[src/rtl/mdu_defs.sv]
// Shared definitions for the multiply/divide unit: operation codes and FSM
// state encoding.
package mdu_defs;

  localparam int unsigned OP_W = 3;

  // Operation codes presented on the op port.
  localparam logic [OP_W-1:0] MULT  = 3'd0;
  localparam logic [OP_W-1:0] MULTU = 3'd1;
  localparam logic [OP_W-1:0] DIV   = 3'd2;
  localparam logic [OP_W-1:0] DIVU  = 3'd3;
  localparam logic [OP_W-1:0] MTHI  = 3'd4;
  localparam logic [OP_W-1:0] MTLO  = 3'd5;

  // Control FSM states.
  typedef enum logic [1:0] {
    IDLE = 2'd0,
    RUN  = 2'd1,
    FIX  = 2'd2
  } state_e;

endpackage

[src/rtl/mdu_step.sv]
// Single radix-2 iteration of the multiply/divide datapath (combinational).
// Ports:
//   acc_i    upper partial word (product high half / partial remainder)
//   mq_i     lower partial word (multiplier being consumed / dividend bits)
//   opnd_i   multiplicand (multiply) or divisor (divide) magnitude
//   is_div_i 1 = restoring shift-subtract step, 0 = shift-add step
//   acc_o    next upper partial word
//   q_bit_o  bit entering the lower word: quotient bit when dividing,
//            product bit shifted down into the low half when multiplying
module mdu_step #(
  parameter int unsigned WIDTH = 32
) (
  input  logic [WIDTH-1:0] acc_i,
  input  logic [WIDTH-1:0] mq_i,
  input  logic [WIDTH-1:0] opnd_i,
  input  logic             is_div_i,
  output logic [WIDTH-1:0] acc_o,
  output logic             q_bit_o
);

  logic [WIDTH:0] sum;
  logic [WIDTH:0] shifted;
  logic [WIDTH:0] diff;

  // Remainder stays below the divisor, so diff[WIDTH] is a clean borrow flag.
  always_comb begin
    sum     = {1'b0, acc_i} + (mq_i[0] ? {1'b0, opnd_i} : '0);
    shifted = {acc_i, mq_i[WIDTH-1]};
    diff    = shifted - {1'b0, opnd_i};
    acc_o   = sum[WIDTH:1];
    q_bit_o = sum[0];
    if (is_div_i) begin
      q_bit_o = ~diff[WIDTH];
      acc_o   = diff[WIDTH] ? shifted[WIDTH-1:0] : diff[WIDTH-1:0];
    end
  end

endmodule

[src/rtl/mul_div_unit.sv]
// Iterative multiply/divide unit with architectural HI/LO registers.
// Runs MULT/MULTU/DIV/DIVU one bit per cycle and services MTHI/MTLO.
// Optional macro MDU_CANCEL_EN adds a cancel input that aborts a running op.
// Ports:
//   clk, rst          clock, asynchronous active-high reset
//   in_valid/in_ready operation handshake (accept on in_valid & in_ready)
//   op, src_a, src_b  operation code and operands
//   busy              iteration in progress
//   done              one-cycle pulse: hi/lo updated at the preceding edge
//   hi, lo            HI/LO registers
//   div0              last divide had a zero divisor (cleared on accept)
//   cancel            (MDU_CANCEL_EN only) abort the running operation
module mul_div_unit
  import mdu_defs::*;
#(
  parameter  int unsigned WIDTH = 32,
  localparam int unsigned CNT_W = $clog2(WIDTH) + 1
) (
  input  logic             clk,
  input  logic             rst,
  input  logic             in_valid,
  output logic             in_ready,
  input  logic [2:0]       op,
  input  logic [WIDTH-1:0] src_a,
  input  logic [WIDTH-1:0] src_b,
  output logic             busy,
  output logic             done,
  output logic [WIDTH-1:0] hi,
  output logic [WIDTH-1:0] lo,
`ifdef MDU_CANCEL_EN
  input  logic             cancel,
`endif
  output logic             div0
);

  localparam int unsigned PW = 2 * WIDTH;

  state_e           state_q, state_d;
  logic [CNT_W-1:0] cnt_q, cnt_d;
  logic [WIDTH-1:0] acc_q, acc_d;
  logic [WIDTH-1:0] mq_q, mq_d;
  logic [WIDTH-1:0] opnd_q, opnd_d;
  logic             sign_a_q, sign_a_d;
  logic             sign_b_q, sign_b_d;
  logic             is_div_q, is_div_d;
  logic [WIDTH-1:0] hi_q, hi_d;
  logic [WIDTH-1:0] lo_q, lo_d;
  logic             done_q, done_d;
  logic             div0_q, div0_d;
  logic             in_ready_q, busy_q;

  logic             cancel_c;
  logic             op_legal_c;
  logic             is_signed_c;
  logic             sa_c, sb_c;
  logic [WIDTH-1:0] mag_a_c, mag_b_c;
  logic [WIDTH-1:0] step_acc_c;
  logic             step_bit_c;
  logic [PW-1:0]    prod_c;

`ifdef MDU_CANCEL_EN
  assign cancel_c = cancel;
`else
  assign cancel_c = 1'b0;
`endif

  // Operand magnitudes and signs captured at accept.
  assign op_legal_c  = (op <= MTLO);
  assign is_signed_c = (op == MULT) || (op == DIV);
  assign sa_c        = is_signed_c & src_a[WIDTH-1];
  assign sb_c        = is_signed_c & src_b[WIDTH-1];
  assign mag_a_c     = sa_c ? (WIDTH'(0) - src_a) : src_a;
  assign mag_b_c     = sb_c ? (WIDTH'(0) - src_b) : src_b;
  assign prod_c      = {acc_q, mq_q};

  mdu_step #(.WIDTH(WIDTH)) u_step (
    .acc_i    (acc_q),
    .mq_i     (mq_q),
    .opnd_i   (opnd_q),
    .is_div_i (is_div_q),
    .acc_o    (step_acc_c),
    .q_bit_o  (step_bit_c)
  );

  // Next-state and datapath control.
  always_comb begin
    state_d  = state_q;
    cnt_d    = cnt_q;
    acc_d    = acc_q;
    mq_d     = mq_q;
    opnd_d   = opnd_q;
    sign_a_d = sign_a_q;
    sign_b_d = sign_b_q;
    is_div_d = is_div_q;
    hi_d     = hi_q;
    lo_d     = lo_q;
    done_d   = 1'b0;
    div0_d   = div0_q;

    unique case (state_q)
      IDLE: begin
        if (in_valid && !cancel_c && op_legal_c) begin
          div0_d = 1'b0;
          if (op == MTHI) begin
            hi_d   = src_a;
            done_d = 1'b1;
          end else if (op == MTLO) begin
            lo_d   = src_a;
            done_d = 1'b1;
          end else begin
            is_div_d = (op == DIV) || (op == DIVU);
            sign_a_d = sa_c;
            sign_b_d = sb_c;
            cnt_d    = '0;
            acc_d    = '0;
            // Divide shifts the dividend out of mq; multiply consumes the multiplier.
            mq_d     = is_div_d ? mag_a_c : mag_b_c;
            opnd_d   = is_div_d ? mag_b_c : mag_a_c;
            state_d  = RUN;
          end
        end
      end

      RUN: begin
        if (cancel_c) begin
          state_d = IDLE;
        end else begin
          acc_d = step_acc_c;
          mq_d  = is_div_q ? {mq_q[WIDTH-2:0], step_bit_c}
                           : {step_bit_c, mq_q[WIDTH-1:1]};
          cnt_d = cnt_q + CNT_W'(1);
          if (cnt_q == CNT_W'(WIDTH - 1)) begin
            state_d = FIX;
          end
        end
      end

      FIX: begin
        state_d = IDLE;
        if (!cancel_c) begin
          done_d = 1'b1;
          if (is_div_q) begin
            // Remainder follows the dividend; with a zero divisor it is the dividend itself.
            hi_d   = sign_a_q ? (WIDTH'(0) - acc_q) : acc_q;
            div0_d = (opnd_q == '0);
            if (opnd_q == '0) begin
              lo_d = '1;
            end else begin
              lo_d = (sign_a_q ^ sign_b_q) ? (WIDTH'(0) - mq_q) : mq_q;
            end
          end else begin
            {hi_d, lo_d} = (sign_a_q ^ sign_b_q) ? (PW'(0) - prod_c) : prod_c;
          end
        end
      end

      default: state_d = IDLE;
    endcase
  end

  // State and output registers.
  always_ff @(posedge clk or posedge rst) begin
    if (rst) begin
      state_q    <= IDLE;
      cnt_q      <= '0;
      acc_q      <= '0;
      mq_q       <= '0;
      opnd_q     <= '0;
      sign_a_q   <= 1'b0;
      sign_b_q   <= 1'b0;
      is_div_q   <= 1'b0;
      hi_q       <= '0;
      lo_q       <= '0;
      done_q     <= 1'b0;
      div0_q     <= 1'b0;
      in_ready_q <= 1'b1;
      busy_q     <= 1'b0;
    end else begin
      state_q    <= state_d;
      cnt_q      <= cnt_d;
      acc_q      <= acc_d;
      mq_q       <= mq_d;
      opnd_q     <= opnd_d;
      sign_a_q   <= sign_a_d;
      sign_b_q   <= sign_b_d;
      is_div_q   <= is_div_d;
      hi_q       <= hi_d;
      lo_q       <= lo_d;
      done_q     <= done_d;
      div0_q     <= div0_d;
      in_ready_q <= (state_d == IDLE);
      busy_q     <= (state_d != IDLE);
    end
  end

  assign in_ready = in_ready_q;
  assign busy     = busy_q;
  assign done     = done_q;
  assign hi       = hi_q;
  assign lo       = lo_q;
  assign div0     = div0_q;

endmodule

[config.mk]
export PLATFORM = sky130hd
export DESIGN_NAME = mul_div_unit
export DESIGN_NICKNAME = d
export VERILOG_FILES = /design/src/rtl/mdu_defs.sv /design/src/rtl/mdu_step.sv /design/src/rtl/mul_div_unit.sv
export SDC_FILE = /design/constraint.sdc
export NUM_CORES = 1
export LEC_CHECK = 0
export CORE_ASPECT_RATIO = 0.9
export CORE_MARGIN = 3
export CORE_UTILIZATION = 25
export DETAILED_ROUTE_END_ITERATION = 7
export PLACE_DENSITY = 0.46
export SLEW_MARGIN = 20
export SYNTH_ARGS = -nofsm -noshare
export SYNTH_HDL_FRONTEND = slang
export SYNTH_SLANG_ARGS = --single-unit
export TNS_END_PERCENT = 100
[constraint.sdc]
create_clock -name clk -period 7.3 [get_ports clk]
set_clock_uncertainty 0.1 [all_clocks]
set_input_delay 1.095 -clock clk [delete_from_list [all_inputs] [get_ports clk]]
set_output_delay 1.095 -clock clk [all_outputs]
set_load 0.01 [all_outputs]
==> results of run 1 <==
## routing by layer
layer / GRT usage / vias to the layer above
met5: 0 / -
met4: 0.0533 / 0
met3: 0.0335 / 51
met2: 0.284 / 598
met1: 0.290 / 7338
li1: - / 7023
## where the power goes
part           switching, µW  internal, µW
clock network            457           508
registers                711          1420
logic                   3620          2480
## synth_stat cells (all sizes together) (8+ instances only)
cell,count
xor2,92
or4,12
nor2,177
mux2i,91
o221ai,10
a22oi,13
nand3,27
nand4,13
a22o,9
o211ai,22
inv,71
o31ai,13
xnor2,81
o41ai,12
clkbuf,93
nand2b,15
a21oi,160
buf,19
ha,69
o22ai,26
nor2b,12
nand2,252
and3,10
o21ai,229
or3,15
nor4,20
a21o,24
a211oi,8
nor3,43
dfrtp,174
a31oi,28
## placed cells by master, fill, tap and decap left out, types with 24 or more instances in the layout
cell	instances
xor2_1	92
a21o_1	24
o21ai_0	226
xnor2_1	79
a31oi_1	28
nand2_1	250
a21oi_1	159
mux2i_1	91
nor3_1	40
clkdlybuf4s50_1	136
dfrtp_1	173
nor2_1	174
inv_1	69
nand3_1	27
ha_1	69
o22ai_1	26
## metrics by stage
step | hold WS, ps | worst slack [ps] | total power [µW]
after floorplan | 354 | 1360 | 6120
final | 387 | 2800 | 9190
after global routing | 409 | 2610 | 9920
after detailed placement | 374 | 2720 | 8130
after CTS | 390 | 2870 | 9130
after global placement | 368 | 2770 | 8130
## tightest hold or removal path, stage by stage (launching register included)
cell and delay, ps:
dfrtp_1 340, nand2_1 50, o21ai_0 60
## layout make-up
type                    count  area [µm²]  area share
repair buffers            159        1530      0.0867
multi-input cells        1568        9940       0.562
clock buffers              21         440      0.0249
flip-flops and latches    175        4380       0.248
well taps                 774         968      0.0548
clock inverters            11         131     0.00744
diodes                      2        5.00    0.000283
inverters                  71         274      0.0155
## registers in the layout, summed over array words and instances, names as in the netlist, 2 cells and up
name / flops
hi: 32
lo: 32
opnd_q: 32
acc_q: 32
cnt_q: 6
mq_q: 32
state_q: 2
## worst max-delay path by stage
stage	from	slack, ps	to
2_1_floorplan	rst	1360	acc_q[0]
3_3_place_gp	src_b[8]	2770	mq_q[30]
3_5_place_dp	src_b[8]	2720	mq_q[30]
4_1_cts	acc_q[0]	2870	acc_q[15]
5_1_grt	acc_q[0]	2610	acc_q[12]
6_report	acc_q[0]	2800	acc_q[15]
## cells by family after synthesis
family | after synthesis
and+or+nand+nor | 622
AOI/OAI and AO/OA | 604
buffers and inverters | 183
DFF | 175
xor gates and xnor gates | 173
muxes | 98
adders and majority gates | 71
==> impl_metrics.ini, run 1 <==
[critical_path]
cp_cell_sequence = inv_1 > fa_1 > nand2b_1 > a21oi_1 > o21ai_0 > a211o_1 > nand3b_1 > a21bo_2 > a211oi_2 > nor2_2 > buf_4 > mux2i_1 > o221ai_1
path_depth = 13
path_max_fanout = 13
r2r_end = acc_q[15]
ff2ff_path_depth = 13
critPathBufInv = 2
crit_required_ps = 7540
path_class = reg -> reg
crit_slowest_cell = nor2_2
start_kind = flop
reg2reg_from = acc_q[0]
crit_path_max_incr_delay_ps = 690
cp_top_family = compound AO/OA/AOI/OAI gates
r2r_slack_ps = 2800
cp.arrival_ps = 4740
endpoint_kind = flop

[synthesis]
ys_ff_latch = 175
syn_avg_cell_area_um2 = 7.77
syn-num-nets = 2067
async_flop_share = 1.00
yosysSeqAreaShare = 0.293
synth_warnings = 0
synthAdderAreaFrac = 0.0604
synth_ff_type = dfrtp_1
synth_top_area_share = 0.291
ys_types = 80
synth_mux_area_frac = 0.0662
yosysTopAreaCell = dfrtp_1
synth_compound_area_frac = 0.244
synth_xor_area_frac = 0.101
syn_area_um2 = 15000
synth_top_family_by_area = compound AO/OA/AOI/OAI gates
synth_cells = 1926
synth_edf_count = 0
synth.area.top_cells = dfrtp_1 (29%), o21ai_0 (7.6%), nand2_1 (6.3%), mux2i_1 (6.1%), ha_1 (5.8%)
synthSimpleGateAreaFrac = 0.189

[clock_tree]
holdBufCountCts = 0
ctsRootBufferMaster = clkbuf_16
cts_made_buffers = 17
clock-sinks = 175
clk_latency_ps = 490
htree_levels = 4
clkTransAtPathRegs_ps = 70
cts_setup_buffers = 0
cts_tree = yes
cts_buffer_depth = 2
cts_resized = 0

[detailed_routing]
drc = 0
postRouteAntennaNets = 0
dr_total_vias = 15010
first_iter_violations = 1437
met3_length_um = 4360
dr.max_layer_used = met4
drt-met1-wl_um = 30600
wl_met2_um = 26200
drt_wl_total_um = 62200
dr.pass1.iters = 5
avgRoutedWirePerCell_um = 22.4
vias_per_cell = 5.40

[power_and_ir_drop]
peakVddDrop_mv = 0.185
p_leak_uw = 0.00733
p_per_area_nw_per_um2 = 520

[placed_design]
dp_hpwl_um = 47400
place.gp.congestion = 0.935
port_buffers = 137
dpl_cell_area_um2 = 17100
dp_cells = 2747

[floorplanning]
die_h_um = 238
ios = 138
fp.coreArea_um2 = 58900
die_w_um = 264
rows = 84
initial_core_util = 0.254
die-area_um2 = 62800

[global_route]
grt_pass1_wl_um = 91900
antenna_found_initial = 3
grt_pass1_vias = 14005
grt_max_degree = 115
overflow = 0
track_usage = 0.194

[timing]
slew_viol_final = 0
maxSlewHeadroom = 0.270
finalHoldViolCount = 0
tns_ps = 0
tightest_slew_ps = 1090
rsz0062_at_grt = no
setup_violations = 0
post-route-min-period_ps = 4500
timing.final.crit_share = 0.616
fmax_ghz = 0.222

[run_status]
outcome = finished clean

[min_path]
min_to = lo[9]
holdPathStages = 2
hold_class = reg -> reg
min_from = lo[9]

[layout]
final_area_um2 = 17700
num-nets-final = 2133
drive_gt1_frac = 0.0479
areaGrowthSynthToFinish_pct = 18.1
fin_util = 0.300
fin_cells = 2781
fillers = 6335

[flow_run]
cap_violations = 0
Note: power is estimated with default switching activity, not from simulation.
==> inputs of run 2 (changes only) <==
Clock period 7.3 ns to 4.5 ns, I/O delays scaled along.
==> impl_metrics.ini, run 2 (same netlist as run 1, synthesis figures left out) <==
[critical_path]
start_kind = flop
r2r_slack_ps = 380
path_max_fanout = 21
path_class = reg -> reg
crit_required_ps = 4700
cp.arrival_ps = 4320
endpoint_kind = flop

[clock_tree]
cts_made_buffers = 17
clk_latency_ps = 480
htree_levels = 4
cts_resized = 0
ctsRootBufferMaster = clkbuf_16
clock-sinks = 175
cts_buffer_depth = 2
cts_tree = yes
cts_setup_buffers = 0
holdBufCountCts = 0
clkTransAtPathRegs_ps = 80

[timing]
finalHoldViolCount = 0
fmax_ghz = 0.243
setup_violations = 0
tns_ps = 0
tightest_slew_ps = 991
slew_viol_final = 0
rsz0062_at_grt = no
timing.final.crit_share = 0.915
maxSlewHeadroom = 0.338
post-route-min-period_ps = 4120

[floorplanning]
die-area_um2 = 62800
fp.coreArea_um2 = 58900
initial_core_util = 0.254
rows = 84
die_h_um = 238
ios = 138
die_w_um = 264

[detailed_routing]
avgRoutedWirePerCell_um = 22.0
postRouteAntennaNets = 0
drc = 0
vias_per_cell = 5.30
drt_wl_total_um = 62000
dr.pass1.iters = 5
first_iter_violations = 1564
dr_total_vias = 14957

[global_route]
use_met3 = 0.0405
antenna_found_initial = 3
grt.met1_usage = 0.289
grt_pass1_vias = 14284
track_usage = 0.193
top_usage_layer = met1
overflow = 0
grt_pass1_wl_um = 92200
grt_max_degree = 109
use_met2 = 0.274

[layout]
final_cell_mix = nand2_1 (250), o21ai_0 (226), nor2_1 (175)
seq_area_um2 = 4380
areaGrowthSynthToFinish_pct = 20.4
drive_gt1_frac = 0.0674
final_common_cell = nand2_1
final_area_um2 = 18000
fillers = 6341
num-nets-final = 2176
fin_cells = 2822
multi_input_area_um2 = 9910

[min_path]
hold_class = reg -> reg

[flow_run]
cap_violations = 0

[placed_design]
dp_hpwl_um = 48100
port_buffers = 137
dpl_cell_area_um2 = 17400
dp_cells = 2789
place.gp.congestion = 0.907

[power_and_ir_drop]
p_per_area_nw_per_um2 = 837
p_leak_uw = 0.00754
peakVddDrop_mv = 0.310

[run_status]
outcome = finished clean
==> run 2: cell count changes in the layout (fill, tap and decap cells not counted), moves of 2 or more <==
cell and change:
buf_4 +39, buf_12 +4, clkbuf_1 -3, clkbuf_8 +2, inv_6 -2
==> run 2: metal layers <==
layer / share of wire / routed length [µm]
met1: 0.49 / 30200
met5: 0 / 0
met2: 0.41 / 25300
met4: 0.029 / 1820
met3: 0.076 / 4680
==> run 2: metrics by stage <==
| step | util | total power [µW] | setup slack [ps] | hold WS, ps |
|---|---|---|---|---|
| after global placement | 0.296 | 13400 | 462 | 366 |
| after global routing | 0.306 | 16300 | 140 | 409 |
| after CTS | 0.306 | 15000 | 399 | 390 |
| after floorplan | - | 9930 | 1030 | 354 |
| final | 0.306 | 15100 | 381 | 379 |
| after detailed placement | 0.296 | 13400 | 420 | 374 |
==> run 2: final cells by class <==
type | instances | share of cell area
Antenna cell | 1 | 0.000139
Clock buffer | 20 | 0.0254
Clock inverter | 11 | 0.00605
Inverter | 71 | 0.0150
Multi-Input combinational cell | 1568 | 0.551
Sequential cell | 175 | 0.243
Tap cell | 774 | 0.0538
Timing Repair Buffer | 202 | 0.106
==> run 2: final timing paths <==
kind                          from  depth (start not counted)   endpoint
max reg2reg                mq_q[0]                         14  acc_q[27]
min reg2reg                 lo[31]                          2     lo[31]
min                         lo[31]                          2     lo[31]
max                        mq_q[0]                         14  acc_q[27]
max in group asynchronous      rst                          3   is_div_q
min in group asynchronous      rst                          3   acc_q[5]
==> run 2: critical path, cell delays in order (launching register included) <==
cell and delay (ps):
dfrtp_1 470, inv_1 370, buf_4 330, nor2_1 80, ha_1 360, a21oi_1 180
o21ai_0 120, a21o_1 200, a21bo_2 190, a21oi_1 360, o21ai_1 180, a31oi_1 480
o21ai_0 200, xnor2_1 180, o221ai_1 130
==> run 2: where the power goes <==
group	switching (µW)	internal, µW	total (µW)	leakage, µW
logic	6080	4190	10300	0.00515
registers	939	2310	3250	0.00211
clock network	742	797	1540	0.000276
